===== src/rtl/day_pkg.sv =====
// Shared day codes, controller states and the modulo-7 day increment.
// Latency: n/a (definitions only).
// Backpressure: n/a.
package day_pkg;

  localparam logic [2:0] DAY_MON  = 3'd0;
  localparam logic [2:0] DAY_TUE  = 3'd1;
  localparam logic [2:0] DAY_WED  = 3'd2;
  localparam logic [2:0] DAY_THU  = 3'd3;
  localparam logic [2:0] DAY_FRI  = 3'd4;
  localparam logic [2:0] DAY_SAT  = 3'd5;
  localparam logic [2:0] DAY_SUN  = 3'd6;
  localparam logic [2:0] DAY_LAST = 3'd6;

  localparam int NUM_LETTERS = 4;

  typedef enum logic {
    ST_RUN = 1'b0,
    ST_SET = 1'b1
  } state_t;

  // Wraps SUN back to MON; an illegal code 7 also recovers to MON.
  function automatic logic [2:0] day_inc(input logic [2:0] d);
    return (d >= DAY_LAST) ? DAY_MON : d + 3'd1;
  endfunction

endpackage


===== src/rtl/digit_scanner.sv =====
// Scans the four letter positions and blanks all digits on the blink phase.
// Latency: letter_pos/digit_en change one clock after a counter wrap.
// Backpressure: none; free-running counters.
module digit_scanner
  import day_pkg::*;
#(
  parameter int SCAN_DIV  = 1000,
  parameter int BLINK_DIV = 250000
) (
  input  logic                   clk,
  input  logic                   rst_n,
  input  logic                   blink_en,
  input  logic                   clear,
  output logic [1:0]             letter_pos,
  output logic [NUM_LETTERS-1:0] digit_en
);

  localparam int SW = $clog2(SCAN_DIV);
  localparam int BW = $clog2(BLINK_DIV);
  localparam logic [SW-1:0] SCAN_MAX  = SW'(SCAN_DIV - 1);
  localparam logic [BW-1:0] BLINK_MAX = BW'(BLINK_DIV - 1);
  localparam logic [NUM_LETTERS-1:0] ONE_HOT0 = NUM_LETTERS'(1);

  logic [SW-1:0] scan_cnt;
  logic [BW-1:0] blink_cnt;
  logic          blink_phase;

  // Dwell counter; each wrap moves the scan to the next letter (mod 4).
  always_ff @(posedge clk or negedge rst_n) begin
    if (!rst_n) begin
      scan_cnt   <= '0;
      letter_pos <= 2'd0;
    end else if (scan_cnt == SCAN_MAX) begin
      scan_cnt   <= '0;
      letter_pos <= letter_pos + 2'd1;
    end else begin
      scan_cnt <= scan_cnt + SW'(1);
    end
  end

  // Blink half-period counter; clear wins so RUN always shows the display.
  always_ff @(posedge clk or negedge rst_n) begin
    if (!rst_n) begin
      blink_cnt   <= '0;
      blink_phase <= 1'b0;
    end else if (clear) begin
      blink_cnt   <= '0;
      blink_phase <= 1'b0;
    end else if (blink_en) begin
      if (blink_cnt == BLINK_MAX) begin
        blink_cnt   <= '0;
        blink_phase <= ~blink_phase;
      end else begin
        blink_cnt <= blink_cnt + BW'(1);
      end
    end
  end

  // Decoded straight from registers, so it moves with letter_pos and is never multi-hot.
  assign digit_en = blink_phase ? '0 : (ONE_HOT0 << letter_pos);

endmodule


===== src/rtl/day_set_ctrl.sv =====
// Day-of-week register with midnight advance and a button-driven set mode.
// Latency: every output changes one clock after its causing input edge.
// Backpressure: none; ticks seen in SET are remembered as one pending advance.
module day_set_ctrl
  import day_pkg::*;
#(
  parameter int SCAN_DIV  = 1000,
  parameter int BLINK_DIV = 250000
) (
  input  logic                   clk,
  input  logic                   rst_n,
  input  logic                   midnight_tick,
  input  logic                   btn_mode,
  input  logic                   btn_inc,
  output logic [2:0]             day,
  output logic [1:0]             letter_pos,
  output logic [NUM_LETTERS-1:0] digit_en,
  output logic                   set_mode
);

  state_t     state, state_n;
  logic [2:0] day_n;
  logic       pending, pending_n;
  logic       mode_q, inc_q;
  logic       mode_edge, inc_edge;

  assign mode_edge = btn_mode & ~mode_q;
  assign inc_edge  = btn_inc & ~inc_q;

  // Previous button levels for rising-edge detection.
  always_ff @(posedge clk or negedge rst_n) begin
    if (!rst_n) begin
      mode_q <= 1'b0;
      inc_q  <= 1'b0;
    end else begin
      mode_q <= btn_mode;
      inc_q  <= btn_inc;
    end
  end

  // State, day, pending flag and the registered set-mode indicator.
  always_ff @(posedge clk or negedge rst_n) begin
    if (!rst_n) begin
      state    <= ST_RUN;
      day      <= DAY_MON;
      pending  <= 1'b0;
      set_mode <= 1'b0;
    end else begin
      state    <= state_n;
      day      <= day_n;
      pending  <= pending_n;
      set_mode <= (state_n == ST_SET);
    end
  end

  // Next state; in SET an inc is applied before the exit's pending advance.
  always_comb begin
    state_n   = state;
    day_n     = day;
    pending_n = pending;
    case (state)
      ST_RUN: begin
        pending_n = 1'b0;
        if (midnight_tick) day_n = day_inc(day);
        if (mode_edge)     state_n = ST_SET;
      end
      ST_SET: begin
        if (inc_edge) day_n = day_inc(day);
        if (mode_edge) begin
          state_n   = ST_RUN;
          pending_n = 1'b0;
          if (pending || midnight_tick) day_n = day_inc(day_n);
        end else if (midnight_tick) begin
          pending_n = 1'b1;
        end
      end
      default: begin
        state_n   = ST_RUN;
        pending_n = 1'b0;
      end
    endcase
  end

  digit_scanner #(
    .SCAN_DIV  (SCAN_DIV),
    .BLINK_DIV (BLINK_DIV)
  ) u_scan (
    .clk        (clk),
    .rst_n      (rst_n),
    .blink_en   (state == ST_SET),
    .clear      (state_n == ST_RUN),
    .letter_pos (letter_pos),
    .digit_en   (digit_en)
  );

endmodule


===== config.mk =====
export PLATFORM = sky130hd
export DESIGN_NAME = day_set_ctrl
export DESIGN_NICKNAME = d
export VERILOG_FILES = /design/src/rtl/day_pkg.sv /design/src/rtl/digit_scanner.sv /design/src/rtl/day_set_ctrl.sv
export SDC_FILE = /design/constraint.sdc
export NUM_CORES = 1
export LEC_CHECK = 0
export CORE_MARGIN = 5
export CORE_UTILIZATION = 42
export DETAILED_ROUTE_END_ITERATION = 10
export DONT_BUFFER_PORTS = 1
export SYNTH_ARGS = -nofsm -noshare
export SYNTH_HDL_FRONTEND = slang
export SYNTH_HIERARCHICAL = 1
export SYNTH_SLANG_ARGS = --single-unit

===== constraint.sdc =====
create_clock -name clk -period 3.75 [get_ports clk]
set_input_delay 0.1875 -clock clk [delete_from_list [all_inputs] [get_ports clk]]
set_output_delay 0.1875 -clock clk [all_outputs]
set_load 0.01 [all_outputs]

==> metrics.cfg <==
[setup_path]
worstReg2RegStart=state$_DFF_PN0_
required_ns=3.90
cp-end-kind=flop
cp-start-kind=flop
path_max_fanout=14
worst-setup-path-type=flop to flop
r2r_slack_ns=1.63
cp.arrival_ns=2.26
rr_worst_depth=6
crit_path_start=state$_DFF_PN0_
cp-endpoint=u_scan/blink_cnt[7]$_DFFE_PN0P_
timing.rr.end=u_scan/blink_cnt[7]$_DFFE_PN0P_

[synth]
synth-edff-count=0
synth_area_leader_cell=dfrtp_1
syn_area_um2=2090
syn_inst=207
synth_seq_area_share=0.456
async_reset_ff_frac=1.00
synth_top_area_share=0.456
syn_area_per_cell_um2=10.1
synth_area_leaders=dfrtp_1, ha_1, nor2_1
ys_seq_elements=38
synth_nets=222
ys_types=48
synth_ff_type=dfrtp_1
ys_warn_count=6

[clock_tree]
cts_resized=0
clk_pin_slew_ns=0.07
cts_sinks=38
numCtsBuffers=5
h-tree-depth=2
clk-insertion-delay-late_ns=0.28
tritoncts=built
root_buffer=clkbuf_8
clockBufferDepth=2

[sta]
hold_ws_ns=0.0894
finalSetupViolCount=0
worstMarginPinSlew_ns=0.603
fin_tns_setup_ns=0
clock_skew_ns=0.00787
max-slew-margin-rel=0.597
fin_crit_sh=0.564
fmax_mhz=473
min_period_ns=2.12
finalHoldViolations=0
drv_slew=0
rsz0062_at_grt=no

[place]
hpwl_um=2590
placed_area_um2=2160
place.gp.congestion=0.794
portBuffers=0

[floorplan]
die_x_um=80.5
dieArea_um2=6480
fp.dieH_um=80.5
core-area_um2=4790
ios=15
start_util=0.436
rows=25

[cells_and_area]
fill_cells=467
final_cell_area_um2=2290
nets=232
multiInputGateArea_um2=1100
ff_latch_area_um2=951
diodes=0
syn2layout_area_growth_pct=10.0
drive_above_1_share=0.0972

[grt]
gr-total-overflow=0
grt_pass1_wl_um=6680
grt_use_total=0.133
grt_antenna_before_repair=0
grt_max_degree=39
grt_pass1_vias=1462

[route]
drc_errors=0
initialDrtViolationCount=69
postRouteAntennaNets=0
drt_pass1_iterations=4
route.vias.total=1476
via_per_inst=5.22
post_drt_wl_per_cell_um=13.2
finalWirelength_um=3740

[hold_path]
hp-class=input pin to flop
holdPathStages=2

[power]
powerDensity_nw_per_um2=462
leakagePower_nw=0.954
p_total_mw=1.06
vdd_ir_drop_max_v=0.000222

[run_status]
outcome=complete, no violations

[flow_run]
cap_violations=0

power breakdown:
group / internal [mW] / switching, mW / total (mW)
clock network: 0.142 / 0.129 / 0.271
logic: 0.109 / 0.159 / 0.267
registers: 0.445 / 0.0777 / 0.523
synth_stat cells (all sizes together), types with 2 or more instances:
cell type / instances
inv: 8
o21a: 2
mux2: 3
or3: 2
and3: 3
nor2: 35
a221o: 2
xnor2: 11
nand3: 13
dfrtp: 38
nor2b: 5
a21oi: 5
o21ai: 5
nand2b: 4
nor4b: 2
nand4: 5
ha: 10
nand3b: 2
nand2: 11
nor4: 3
o2111ai: 2
o211ai: 3
nor3: 5
xor2: 11
per-layer routing:
layer | wire length [um] | vias up | track usage
met5 | 0 | - | 0
li1 | - | 755 | -
met3 | 131 | 5 | 0.0415
met2 | 1660 | 13 | 0.200
met4 | 65 | 0 | 0.0557
met1 | 1890 | 703 | 0.174
sequential cells by signal, summed over array words and instances, names as in the netlist:
| register | cells |
|---|---|
| u_scan/blink_cnt | 18 |
| u_scan/scan_cnt | 10 |
| day | 3 |
| u_scan/letter_pos | 2 |
| inc_q | 1 |
| mode_q | 1 |
| pending | 1 |
| state | 1 |
| u_scan/blink_phase | 1 |
area by class of cell:
cell class                      instances  area share
Clock buffer                            6      0.0360
Inverter                                8      0.0131
Multi-Input combinational cell        160       0.478
Sequential cell                        38       0.414
Tap cell                               67      0.0365
Timing Repair Buffer                    4      0.0218
cells by family (layout without fill, tap and decap cells):
logic type	after synthesis	in the layout	synth area share
AOI/OAI and AO/OA	28	28	0.103
DFF	38	38	0.456
and+or+nand+nor	97	97	0.253
adders and majority gates	10	10	0.0600
buffers and inverters	9	18	0.0180
muxes	3	3	0.0180
xor gates and xnor gates	22	22	0.0924
worst min-delay path by stage:
stage	start	endpoint	slack, ns
2_1_floorplan	rst_n	day[0]$_DFFE_PN0P_	-0.11
3_3_place_gp	rst_n	u_scan/blink_cnt[14]$_DFFE_PN0P_	-0.11
3_5_place_dp	rst_n	u_scan/blink_cnt[15]$_DFFE_PN0P_	-0.11
4_1_cts	midnight_tick	day[1]$_DFFE_PN0P_	0.08
5_1_grt	midnight_tick	day[1]$_DFFE_PN0P_	0.09
6_report	midnight_tick	day[1]$_DFFE_PN0P_	0.09
critical path, cell delays in order (launching register included):
cell and delay [ns]:
dfrtp_1 0.65, ha_1 0.40, o2111ai_1 0.42, nor2_1 0.12
and3_1 0.21, xnor2_1 0.13, nor2_1 0.05
layout by cell type, fill, tap and decap left out, drive strengths merged, types with 3 or more instances in the layout:
cell type and n:
o21ai 5, dfrtp 38, and3 3, nor2b 5
nand4 5, nor4 3, xnor2 11, nand2b 4
o211ai 3, dlygate4sd3 3, xor2 11, mux2 3
nor3 5, nand2 11, inv 8, nand3 13
nor2 35, a21oi 5, clkbuf 6, ha 10
timing repair:
item / CTS / global route
endpoints found under the hold margin: 40 / 0
hold buffers: 4 / 0
buffers inserted: 0 / 0
stage by stage:
step	utilization	cells	setup slack, ns
global placement	0.452	273	1.66
global route	0.479	283	1.45
floorplan	-	207	1.87
detailed placement	0.452	273	1.65
finish	0.479	283	1.63
CTS	0.479	283	1.63
Power figures use the tool's default switching activity.
